## src/rtl/fifo_pkg.sv

```systemverilog
// fifo_pkg: shared async-FIFO defaults and Gray/binary conversion helpers.
package fifo_pkg;

    localparam int FIFO_N     = 3;
    localparam int FIFO_WIDTH = 8;

    // Generic 32-bit forms; callers size-cast to their pointer width.
    function automatic logic [31:0] bin2gray(input logic [31:0] b);
        return b ^ (b >> 1);
    endfunction

    function automatic logic [31:0] gray2bin(input logic [31:0] g);
        logic [31:0] b;
        b = g;
        for (int i = 30; i >= 0; i--) b[i] = b[i+1] ^ g[i];
        return b;
    endfunction

endpackage

```

## src/rtl/read_handler_fwft_gray_to_bin.sv

```systemverilog
// gray_to_bin: combinational prefix-XOR Gray-to-binary converter.
module gray_to_bin #(
    parameter int W = 4
) (
    input  logic [W-1:0] gray_i,
    output logic [W-1:0] bin_o
);

    genvar i;
    for (i = 0; i < W; i++) begin : g_x
        assign bin_o[i] = ^gray_i[W-1:i];
    end

endmodule

```

## src/rtl/read_handler_fwft.sv

```systemverilog
// read_handler_fwft: async-FIFO read pointer, empty flag and FWFT output register.
// Define FIFO_RD_COUNT_EN to add the registered rd_count / almost_empty outputs.
module read_handler_fwft
    import fifo_pkg::*;
#(
    parameter int N        = FIFO_N,
    parameter int WIDTH    = FIFO_WIDTH,
    parameter int AE_LEVEL = 1
) (
    input  logic             r_clk,
    input  logic             r_reset,
    input  logic [N:0]       gwptrsyn,
    input  logic [WIDTH-1:0] rdata,
    input  logic             r_ready,
    output logic [N-1:0]     raddr,
    output logic [N:0]       grptr,
    output logic [WIDTH-1:0] dout,
    output logic             dout_valid,
    output logic             empty,
    output logic [N:0]       rd_count,
    output logic             almost_empty
);

    logic [N:0]       brptr_q, brptr_d, grptr_q, grptr_d;
    logic [WIDTH-1:0] dout_q, dout_d;
    logic             dout_valid_q, dout_valid_d, empty_q, empty_d, fetch;

    // A fetch refills the output register whenever it is free or being drained.
    always_comb begin
        fetch        = !empty_q && (!dout_valid_q || r_ready);
        brptr_d      = brptr_q + (N+1)'(fetch);
        grptr_d      = (N+1)'(bin2gray(32'(brptr_d)));
        empty_d      = grptr_d == gwptrsyn;
        dout_d       = fetch ? rdata : dout_q;
        dout_valid_d = fetch || (dout_valid_q && !r_ready);
    end

    always_ff @(posedge r_clk) begin
        if (!r_reset) begin
            brptr_q      <= '0;
            grptr_q      <= '0;
            empty_q      <= 1'b1;
            dout_q       <= '0;
            dout_valid_q <= 1'b0;
        end else begin
            brptr_q      <= brptr_d;
            grptr_q      <= grptr_d;
            empty_q      <= empty_d;
            dout_q       <= dout_d;
            dout_valid_q <= dout_valid_d;
        end
    end

    assign raddr      = brptr_q[N-1:0];
    assign grptr      = grptr_q;
    assign dout       = dout_q;
    assign dout_valid = dout_valid_q;
    assign empty      = empty_q;

`ifdef FIFO_RD_COUNT_EN
    localparam logic [N:0] AE = (N+1)'(AE_LEVEL);
    logic [N:0] wbin, rd_count_d, rd_count_q;
    logic       almost_empty_q;

    gray_to_bin #(.W(N+1)) u_g2b (.gray_i(gwptrsyn), .bin_o(wbin));

    assign rd_count_d = wbin - brptr_d;

    always_ff @(posedge r_clk) begin
        if (!r_reset) begin
            rd_count_q     <= '0;
            almost_empty_q <= 1'b1;
        end else begin
            rd_count_q     <= rd_count_d;
            almost_empty_q <= rd_count_d <= AE;
        end
    end

    assign rd_count     = rd_count_q;
    assign almost_empty = almost_empty_q;
`else
    assign rd_count     = '0;
    assign almost_empty = AE_LEVEL < 0;
`endif

endmodule

```

## config.mk

```make
export PLATFORM = sky130hd
export DESIGN_NAME = read_handler_fwft
export DESIGN_NICKNAME = d
export VERILOG_FILES = /design/src/rtl/fifo_pkg.sv /design/src/rtl/read_handler_fwft_gray_to_bin.sv /design/src/rtl/read_handler_fwft.sv
export SDC_FILE = /design/constraint.sdc
export NUM_CORES = 1
export LEC_CHECK = 0
export CAP_MARGIN = 20
export CELL_PAD_IN_SITES_DETAIL_PLACEMENT = 0
export CELL_PAD_IN_SITES_GLOBAL_PLACEMENT = 1
export CORE_MARGIN = 5
export CORE_UTILIZATION = 31
export CTS_CLUSTER_SIZE = 40
export DETAILED_ROUTE_END_ITERATION = 6
export GPL_TIMING_DRIVEN = 0
export PLACE_DENSITY = 0.85
export SKIP_LAST_GASP = 1
export SYNTH_ARGS = -nofsm -noshare
export SYNTH_HDL_FRONTEND = slang
export SYNTH_SLANG_ARGS = --single-unit
```

## constraint.sdc

```tcl
create_clock -name r_clk -period 4.5 [get_ports r_clk]
set_clock_uncertainty 0.05 [all_clocks]
set_input_delay 0.675 -clock r_clk [delete_from_list [all_inputs] [get_ports r_clk]]
set_output_delay 0.675 -clock r_clk [all_outputs]
set_load 0.02 [all_outputs]
```

### Word level (Yosys, flattened, before mapping)

Cells that the tools add are included.

| word-level totals | value |
|---|---|
| flip-flop bits (word level) | 18 |
| input port bits | 15 |
| output and inout bits | 22 |

| operators by class | value |
|---|---|
| $add $sub $neg | 1 |
| eq/ne operators | 1 |
| bitwise logic cells | 1 |
| reduce and logical (&&, ||, !) cells | 7 |

Operator list:

| kind | count |
|---|---|
| 4-bit by 1-bit adder with 4-bit output | 1 |
| 4-bit equality test | 1 |
| 4-bit by 3-bit XOR with 4-bit output | 1 |
| 1-bit zero test | 3 |
| 1-bit logical AND | 2 |
| 1-bit logical OR | 2 |

### Longest topological paths before layout

| logic depth | value |
|---|---|
| depth after elaboration | 6 |
| gate-level depth with buffers | 7 |
| gate-level depth less buffers | 7 |

### Worst setup path before layout

Ideal clock, no wire load.

| timing | value |
|---|---|
| path type | input port to flip-flop |
| start point | input port r_ready |
| end point | register empty_q, in the netlist empty |
| arrival | 2.325 ns |
| required time | 4.354 ns |
| setup slack | 2.029 ns |
| stages on the path | 6 |
| path buffers | 0 |
| cell sequence | nor2b_1 -> nor2_1 -> ha_1 -> ha_1 -> xnor3_1 -> o41ai_2 |

| between the ends | value |
|---|---|
| word-level cells in the longest chain between the ends | 5 |

RTL lines:

| item | RTL line | text |
|---|---|---|
| start, declared | read_handler_fwft.sv:14 | `input logic r_ready,` |
| 1-bit logical OR | read_handler_fwft.sv:30 | `fetch = !empty_q && (!dout_valid_q \|\| r_ready);` |
| 1-bit logical AND | read_handler_fwft.sv:30 |  |
| 4-bit by 1-bit adder with 4-bit output | read_handler_fwft.sv:31 | `brptr_d = brptr_q + (N+1)'(fetch);` |
| named net brptr_d[1] | read_handler_fwft.sv:24 | `logic [N:0] brptr_q, brptr_d, grptr_q, grptr_d;` |
| 4-bit by 3-bit XOR with 4-bit output | fifo_pkg.sv:9 | `return b ^ (b >> 1);` |
| 4-bit equality test | read_handler_fwft.sv:33 | `empty_d = grptr_d == gwptrsyn;` |
| end signal, assigned | read_handler_fwft.sv:48 | `empty_q <= empty_d;` |
| end, declared | read_handler_fwft.sv:26 | `logic dout_valid_q, dout_valid_d, empty_q, empty_d, fetch;` |

The timed path passes the listed nets, and every way through them passes these cells.
A chain may end at the register's enable or synchronous reset.

### Worst setup path after layout

Same ends and word-level chain as after synthesis.

==> reports/results.tsv <==
metric	value	unit
Finished Cell Area	1191	µm²
fill cell count	258	
Yosys warnings	0	
TritonCTS Sinks	17	
Startpoint Class	primary input	
Clock Latency Late Sink	0.29	ns
num ports	37	
WL/cell	11.89	µm
clock transition at the registers of the reported paths	0.10	ns
top-area cell type share of the netlist area	0.4250	
Slew @ Worst Pin	0.5634	ns
Final Wtd Congestion	0.7949	
clk buf depth	2	
Worst Hold Depth	2	
status	completed	
setup total negative slack	0	ns
Leak	0.0004736	µW
via count	655	
Seq/Total Area, Yosys	0.4250	
maximum vdd drop	222.8	µV
H-Tree Depth	1	
minimum clock period	2.924	ns
register area	340.3	µm²
commonest non-fill, non-tap cell in the layout	clkdlybuf4s50_1	
crit path max-delay cell type	nor2b_1	
P per Cell Area	309.7	nW/µm²
Routed WL	1748	µm
placed cell area	1164	µm²
Post-CTS Setup Bufs	0	
# diodes	0	
critical path depth	7	
clock root buffer master	clkbuf_4	
Most common cell on crit path	ha_1	
Residual DRC	0	
CP Data Arrival Time	3.07	ns
Area Overhead vs Synth	48.75	%
register-to-register setup slack	2.00	ns
drt pass-1 iters	4	
vias in the first global route	665	
die footprint	3700	µm²
Critical Path RT	4.65	ns
Worst Path Max Fanout	9	
FP Rows	18	
Worst setup EP type	register	
Slew Viols, Final	0	
Resized cells post-CTS	0	
Die Span Y	60.83	µm
global-route usage over all layers	0.1019	
CTS tree	built	
Netlist Area Pre-Place	800.8	µm²
final setup fails	0	
first-pass GRT wire length	2932	µm
Setup CP Type	in -> reg	
Hold Buf Count CTS	0	
count of cell types in the netlist	20	
FMAX	342.0	MHz
post-synth top area cell	dfxtp_1	
die span in x	60.83	µm
initial antenna violation count	0	
Post-DP HPWL	1373	µm
floorplan core area	2477	µm²
CP top delay family	adder cells	
Worst Setup SP	r_ready	
hold path startpoint	dout[1]	
number of port buffers	31	
R2R depth	6	
Min-Delay Path Class	reg -> reg	
max_slew headroom	0.6236	
synthesis-stage register bit count	17	
largest net degree at the start of global routing	11	
Final Hold Viols	0	
commonest cells after routing, fill and taps aside	clkdlybuf4s50_1 (31), dfxtp_1 (17), nand3_1 (9), o21ai_0 (8), a21boi_0 (8)	
Nets	135	
Critical Path Max Stage Delay	0.46	ns
max-cap violation count	0	
final antenna-violating net count	0	
multi-input logic area	422.9	µm²
synth top area cells	dfxtp_1 (43%), a21boi_0 (7.5%), nand3_1 (5.6%)	
crit-path cells	clkdlybuf4s50_1 -> nor2b_1 -> nor2_1 -> ha_1 -> ha_1 -> xnor3_1 -> o41ai_2	
share of post-route cells with drive strength above 1	0.1026	
initial core utilization	0.3232	
unrepaired setup endpoints after global routing	no	
WP buf/inv	1	
1st-iter DRT viols	28	
Cells after Synth	78	
Worst R2R Start	dout_valid	
TritonCTS buffer count	3	
synthesized area per cell	10.27	µm²
vias per inst	4.456	
remaining global-route overflow	0	
period utilization	0.6498	
==> metrics by stage <==
step | hold WS (ns) | instances | util | setup slack [ns] | total power [µW]
after detailed placement | 0.4202 | 143 | 0.4697 | 1.219 | 292.1
final | 0.4395 | 147 | 0.4808 | 1.576 | 368.8
after CTS | 0.4355 | 147 | 0.4808 | 1.518 | 373.9
after global placement | 0.4130 | 143 | 0.4697 | 1.278 | 290.5
after global routing | 0.4626 | 147 | 0.4808 | 1.392 | 392.7
after floorplan | 0.5023 | 82 | - | 2.029 | 242.4
==> cell type report <==
| class | count | share of cell area |
|---|---|---|
| Buffer | 8 | 0.04097 |
| Sequential cell | 17 | 0.2857 |
| Tap cell | 30 | 0.03151 |
| Multi-Input combinational cell | 56 | 0.3550 |
| Clock buffer | 3 | 0.01891 |
| Inverter | 1 | 0.003151 |
| Clock inverter | 1 | 0.004202 |
| Timing Repair Buffer | 31 | 0.2605 |
==> per-layer routing <==
layer  GRT usage  wire length (µm)  vias up
met5           0                 0        -
met1      0.1208               745      291
li1            -                 -      334
met2      0.1786               814       28
met3     0.04255               177        2
met4    0.009288                10        0
==> state kept, by name, indices dropped and copies added, names as in the netlist <==
name	flops
empty	1
brptr_q	4
dout	8
grptr	3
dout_valid	1
==> worst paths after layout <==
check / end
hold / removal: dout[1]
hold reg to reg: dout[1]
setup / recovery: empty
setup reg to reg: empty
==> tightest hold or removal path: stages, from the launching register on <==
cell and delay, ns:
dfxtp_1 0.32, o21ai_0 0.06, a21boi_0 0.07
==> cell families (layout without fill, tap and decap cells) <==
group                      Yosys count  after routing  share of synthesized area
and+or+nand+nor                     19             19                     0.1312
adders and majority gates            2              2                    0.03125
xor gates and xnor gates            11             11                     0.1641
DFF                                 17             17                     0.4250
AOI/OAI and AO/OA                   19             19                     0.1781
buffers and inverters                9             44                    0.06562
other                                1              5                   0.004683
==> synth_stat cells (all sizes together) <==
| master | instances |
|---|---|
| dfxtp | 17 |
| a21boi | 10 |
| nand3 | 9 |
| o21ai | 8 |
| and2 | 6 |
| xnor2 | 6 |
| buf | 5 |
| clkbuf | 3 |
| xor2 | 3 |
| ha | 2 |
| nor2b | 2 |
| xnor3 | 2 |
| conb | 1 |
| inv | 1 |
| nand2b | 1 |
| nor2 | 1 |
| o41ai | 1 |
==> report_power, final <==
group,switching [µW],leakage [µW],internal [µW]
sequential,7.28,0.000140,164
clock,48.6,0.0000177,33.0
combinational,55.1,0.000316,60.6
(Power assumes the default switching activity.)
